$ cat src/rtl/fpu_ss_pkg.sv
// Shared types for the FPU subsystem predecode initiator.
// Holds the predecode bundles, the initiator FSM states and a stall helper.
package fpu_ss_pkg;

   typedef struct packed {
      logic [31:0] q_instr_data;
   } acc_prd_req_t;

   typedef struct packed {
      logic       p_accept;
      logic       p_writeback;
      logic       p_is_mem_op;
      logic [2:0] p_use_rs;
   } acc_prd_rsp_t;

   typedef enum logic [1:0] {
      IDLE   = 2'd0,
      PREDEC = 2'd1,
      WAIT   = 2'd2,
      ISSUE  = 2'd3
   } prd_init_state_e;

   // Stall while any needed operand is missing or no writeback credit is left.
   function automatic logic prd_blocked(
      input acc_prd_rsp_t rsp,
      input logic [2:0]   rs_valid,
      input logic         wb_full
   );
      return (|(rsp.p_use_rs & ~rs_valid)) | (rsp.p_writeback & wb_full);
   endfunction

endpackage

$ cat src/rtl/fpu_ss_wb_credit_cnt.sv
// Up/down counter of outstanding writeback instructions.
// Saturates at both ends; a decrement at zero sets a sticky underflow flag.
module fpu_ss_wb_credit_cnt #(
   parameter int unsigned MaxOutstandingWb = 4,
   localparam int unsigned CntWidth = $clog2(MaxOutstandingWb + 1)
) (
   input  logic                clk_i,
   input  logic                rst_i,
   input  logic                inc_i,
   input  logic                dec_i,
   output logic                full_o,
   output logic [CntWidth-1:0] cnt_o,
   output logic                underflow_o
);

   localparam logic [CntWidth-1:0] MaxCnt = CntWidth'(MaxOutstandingWb);

   logic [CntWidth-1:0] cnt_d, cnt_q;
   logic                uf_d, uf_q;

   always_comb begin
      cnt_d = cnt_q;
      uf_d  = uf_q;
      if (inc_i && !dec_i) begin
         if (cnt_q != MaxCnt) begin
            cnt_d = cnt_q + 1'b1;
         end
      end else if (dec_i && !inc_i) begin
         if (cnt_q == '0) begin
            uf_d = 1'b1;
         end else begin
            cnt_d = cnt_q - 1'b1;
         end
      end
   end

   always_ff @(posedge clk_i) begin
      if (rst_i) begin
         cnt_q <= '0;
         uf_q  <= 1'b0;
      end else begin
         cnt_q <= cnt_d;
         uf_q  <= uf_d;
      end
   end

   assign full_o      = (cnt_q == MaxCnt);
   assign cnt_o       = cnt_q;
   assign underflow_o = uf_q;

endmodule

$ cat src/rtl/fpu_ss_prd_initiator.sv
// Core-side predecode initiator: predecode, operand/credit wait, offload.
// One instruction in flight; the writeback credit counter gates issue.
module fpu_ss_prd_initiator
   import fpu_ss_pkg::*;
#(
   parameter int unsigned MaxOutstandingWb = 4,
   localparam int unsigned CntWidth = $clog2(MaxOutstandingWb + 1)
) (
   input  logic                clk_i,
   input  logic                rst_i,
   input  logic                instr_valid_i,
   output logic                instr_ready_o,
   input  logic [31:0]         instr_data_i,
   output acc_prd_req_t        prd_req_o,
   input  acc_prd_rsp_t        prd_rsp_i,
   input  logic [2:0]          rs_valid_i,
   output logic                off_valid_o,
   input  logic                off_ready_i,
   output logic [31:0]         off_instr_o,
   output logic                off_writeback_o,
   output logic                off_is_mem_o,
   output logic [2:0]          off_use_rs_o,
   output logic                illegal_o,
   input  logic                wb_done_i,
   output logic [CntWidth-1:0] wb_pending_o,
   output logic                wb_underflow_o
);

   prd_init_state_e state_d, state_q;
   logic [31:0]     instr_d, instr_q;
   acc_prd_rsp_t    rsp_d, rsp_q;
   acc_prd_rsp_t    chk_rsp;
   logic            blocked;
   logic            wb_full;
   logic            wb_inc;

   logic in_idle, in_predec, in_issue;

   assign in_idle   = (state_q == IDLE);
   assign in_predec = (state_q == PREDEC);
   assign in_issue  = (state_q == ISSUE);

   // PREDEC decides on the live response, WAIT on the captured one.
   assign chk_rsp = in_predec ? prd_rsp_i : rsp_q;
   assign blocked = prd_blocked(chk_rsp, rs_valid_i, wb_full);

   always_comb begin
      state_d = state_q;
      instr_d = instr_q;
      rsp_d   = rsp_q;
      unique case (state_q)
         IDLE: begin
            if (instr_valid_i) begin
               instr_d = instr_data_i;
               state_d = PREDEC;
            end
         end
         PREDEC: begin
            rsp_d = prd_rsp_i;
            if (!prd_rsp_i.p_accept) begin
               state_d = IDLE;
            end else if (blocked) begin
               state_d = WAIT;
            end else begin
               state_d = ISSUE;
            end
         end
         WAIT: begin
            if (!blocked) begin
               state_d = ISSUE;
            end
         end
         ISSUE: begin
            if (off_ready_i) begin
               state_d = IDLE;
            end
         end
         default: state_d = IDLE;
      endcase
   end

   always_ff @(posedge clk_i) begin
      if (rst_i) begin
         state_q <= IDLE;
         instr_q <= '0;
         rsp_q   <= '0;
      end else begin
         state_q <= state_d;
         instr_q <= instr_d;
         rsp_q   <= rsp_d;
      end
   end

   assign instr_ready_o          = in_idle;
   assign prd_req_o.q_instr_data = in_idle ? 32'd0 : instr_q;
   assign illegal_o              = in_predec & ~prd_rsp_i.p_accept;

   assign off_valid_o     = in_issue;
   assign off_instr_o     = in_issue ? instr_q : 32'd0;
   assign off_writeback_o = in_issue & rsp_q.p_writeback;
   assign off_is_mem_o    = in_issue & rsp_q.p_is_mem_op;
   assign off_use_rs_o    = in_issue ? rsp_q.p_use_rs : 3'b000;

   assign wb_inc = off_valid_o & off_ready_i & off_writeback_o;

   fpu_ss_wb_credit_cnt #(
      .MaxOutstandingWb(MaxOutstandingWb)
   ) u_wb_cnt (
      .clk_i      (clk_i),
      .rst_i      (rst_i),
      .inc_i      (wb_inc),
      .dec_i      (wb_done_i),
      .full_o     (wb_full),
      .cnt_o      (wb_pending_o),
      .underflow_o(wb_underflow_o)
   );

endmodule

$ cat config.mk
export PLATFORM = sky130hd
export DESIGN_NAME = fpu_ss_prd_initiator
export DESIGN_NICKNAME = d
export VERILOG_FILES = /design/src/rtl/fpu_ss_pkg.sv /design/src/rtl/fpu_ss_wb_credit_cnt.sv /design/src/rtl/fpu_ss_prd_initiator.sv
export SDC_FILE = /design/constraint.sdc
export NUM_CORES = 1
export LEC_CHECK = 0
export ABC_AREA = 1
export BUFFER_PORTS_ARGS = -buffer_cell sky130_fd_sc_hd__buf_2
export CAP_MARGIN = 20
export CORE_ASPECT_RATIO = 1.2
export CORE_UTILIZATION = 47
export CTS_CLUSTER_DIAMETER = 200
export DETAILED_ROUTE_END_ITERATION = 8
export GPL_ROUTABILITY_DRIVEN = 0
export GPL_TIMING_DRIVEN = 0
export PLACE_DENSITY = 0.9
export SYNTH_ARGS = -nofsm -noshare
export SYNTH_HDL_FRONTEND = slang
export SYNTH_SLANG_ARGS = --single-unit
$ cat constraint.sdc
create_clock -name clk_i -period 3.96 [get_ports clk_i]
set_input_delay 0.594 -clock clk_i [delete_from_list [all_inputs] [get_ports clk_i]]
set_output_delay 0.594 -clock clk_i [all_outputs]
set_load 0.01 [all_outputs]
==> results.cfg <==
[outcome]
run_status = finished clean

[cells_and_area]
antenna-diode-count = 0
synthToLayoutAreaGrowth_pct = 38.2
post_route_cells_drive_above_1_share = 0.330
post_layout_net_count = 483
final_core_utilization = 0.674

[placement]
dpl.hpwl_mm = 4.36
buffer_ports.inserted = 121
pre_cts_slack_ps = 1960

[worst_setup_path]
path_cells = buf_6 -> nand2_2 -> buf_2 -> buf_1 -> nor2_1 -> buf_2
worstSetupPathType = flip-flop to primary output
critical-path-max-stage-delay_ps = 390
cp_data_required_time_ps = 3370
crit_slowest_cell = buf_1
cp_common_cell = buf_2
critPathLaunchType = flip-flop
crit_arrival_ps = 1750
critPathCaptureType = primary output
timing.critical_path.fanout_max = 10

[global_routing]
grt-busiest-layer = met2
grt_antenna_before_repair = 0
overflow_left_after_global_routing = 0
largest_net_degree_at_the_start_of_global_routing = 15
global_route_wire_length_before_repair_mm = 8.88
global_route.usage.met3 = 0.0567
vias_in_the_first_global_route = 2054
groute.usage.overall = 0.242
grt_util_met1 = 0.269
use_met2 = 0.459

[clock_tree]
clk_transition_reported_paths_ps = 80
post_cts_hold_buffer_count = 0
post_cts_resized = 0
post-cts-setup-buffers = 0
cts_htree_levels = 2
max-clock-path-buffers = 2
cts-root-buf = clkbuf_8
clock-sinks = 43
cts_tree = built
insertion_delay_ps = 290
cts_inserted_buffers = 5

[timing]
tightestPinTransition_ps = 477
report.final.slew_viol_count = 0
final_period_minus_worst_setup_slack_ps = 2350
timing.clock.skew_ps = 9.46
post-route-worst-setup-slack_ps = 1610
finalHoldViolCount = 0
timing.slew.headroom = 0.682
accumulated_negative_setup_slack_ps = 0
grt_setup_unrepaired = no
final_count_of_negative_setup_slack_endpoints = 0
layout_worst_path_cycle_share = 0.592
fmax_ghz = 0.426

[pwr]
leakagePower_nw = 1.50
power_density_nw_per_um2 = 468
report.power.total_mw = 1.33
ir_worst_vdd_uv = 326

[yosys]
netlist_area_um2 = 2060
synth.top_cells.by_area = dfxtp_1 (42%), nor2_1 (15%), a21oi_1 (9.2%)
postSynth.asyncResetShare = 0
synth-seq-cells = 43
synth_nets = 355
postSynthAreaPerCell_um2 = 6.69
top_area_cell_type_share_of_the_netlist_area = 0.417
synth_cell_types = 25
most_frequent_cell_after_synthesis = nor2_1
number_of_enable_type_register_cells_in_the_synthesized_netlist = 0
synth-main-ff-cell = dfxtp_1
synthDominantAreaCellType = dfxtp_1
seq_area_frac_synth = 0.417
synthCells = 308
synth_top_cells_by_count = nor2_1 (83), inv_1 (48), dfxtp_1 (43), a21oi_1 (38), o21ai_0 (27)
synth-warning-count = 0

[detailed_routing]
routed_vias = 2352
final_routed_drc_violation_total = 0
wl_per_cell_um = 11.6
initial_drc_count = 97
drtAntennaViolNets = 0
post_drt_via_cell_ratio = 4.77
detailedRoute.firstPassIterationCount = 4
routed_wirelength_mm = 5.71

[floorplanning]
fp-row-count = 26
dieArea_um2 = 4660
dieHeight_um = 74.6
die_w_um = 62.5
initial_core_util = 0.488
placeable_area_um2 = 4230
boundaryPins = 122

[hold_path]
worstHoldPathType = flip-flop to flip-flop

[run]
maxCapViolCount = 0
[area by class of cell]
cell class	count	area, um2
Fill cell	381	1380
Multi-Input combinational cell	198	940
Sequential cell	43	861
Timing Repair Buffer	121	606
Inverter	50	188
Buffer	17	73.8
Tap cell	56	70.1
Clock buffer	5	68.8
Clock inverter	3	43.8
[registers in the layout, summed over array words and instances, names as in the netlist, named ones only]
| register | count |
|---|---|
| u_wb_cnt.cnt_o | 3 |
| instr_q | 32 |
| u_wb_cnt.underflow_o | 1 |
| state_q | 1 |
| rsp_q | 5 |
[critical path, delay by kind of cell, from the launching register on]
family                 cells  cell delay [ps]
buffers and inverters      4              940
flip-flops                 1              310
AND/OR/NAND/NOR            2              200
[per-stage QoR]
step,std cells,area (um2),hold WS (ps)
after floorplan,308,2060,430
after global placement,485,2740,443
after detailed placement,485,2740,452
after CTS,493,2850,472
after global routing,493,2850,496
final,493,2850,470
[cell families (layout without fill, tap and decap cells)]
kind of cell / count (synthesis) / count (layout) / synth area share
AOI/OAI and AO/OA: 77 / 77 / 0.195
xor gates and xnor gates: 1 / 1 / 0.00425
adders and majority gates: 1 / 1 / 0.00971
buffers and inverters: 67 / 196 / 0.127
DFF: 43 / 43 / 0.417
and+or+nand+nor: 119 / 119 / 0.246
[path summary, 6_finish.rpt]
path / from / end / slack [ps] / cells after the start
max: state_q[0] / off_instr_o[24] / 1610 / 6
min: u_wb_cnt.underflow_o / u_wb_cnt.underflow_o / 470 / 1
max reg2reg: state_q[0] / u_wb_cnt.cnt_o[2] / 2230 / 9
min reg2reg: u_wb_cnt.underflow_o / u_wb_cnt.underflow_o / 470 / 1
[power breakdown]
part           internal (mW)  switching, mW  leakage [nW]  total, mW
clock                  0.188          0.152        0.0581      0.340
sequential             0.504         0.0363         0.356      0.541
combinational          0.169          0.283          1.08      0.452
[layer usage]
metal  share of wire  wire length, um
met2            0.50             2850
met5               0                0
met3           0.067              381
met1            0.42             2430
met4           0.010               58
[cells in the final DEF (no fill, tap or decap), types with 2 or more instances in the layout]
master and n:
nor2_1 83, nand3_1 5, nor2_4 2, nand3b_1 3
inv_1 48, dfxtp_1 43, buf_2 123, o21a_1 2
a21oi_1 38, clkbuf_8 5, buf_1 4, inv_2 2
o21ai_0 27, o21ai_1 8, nand2_2 4, clkbuf_1 10
nand2_1 18
(Power assumes the default switching activity.)
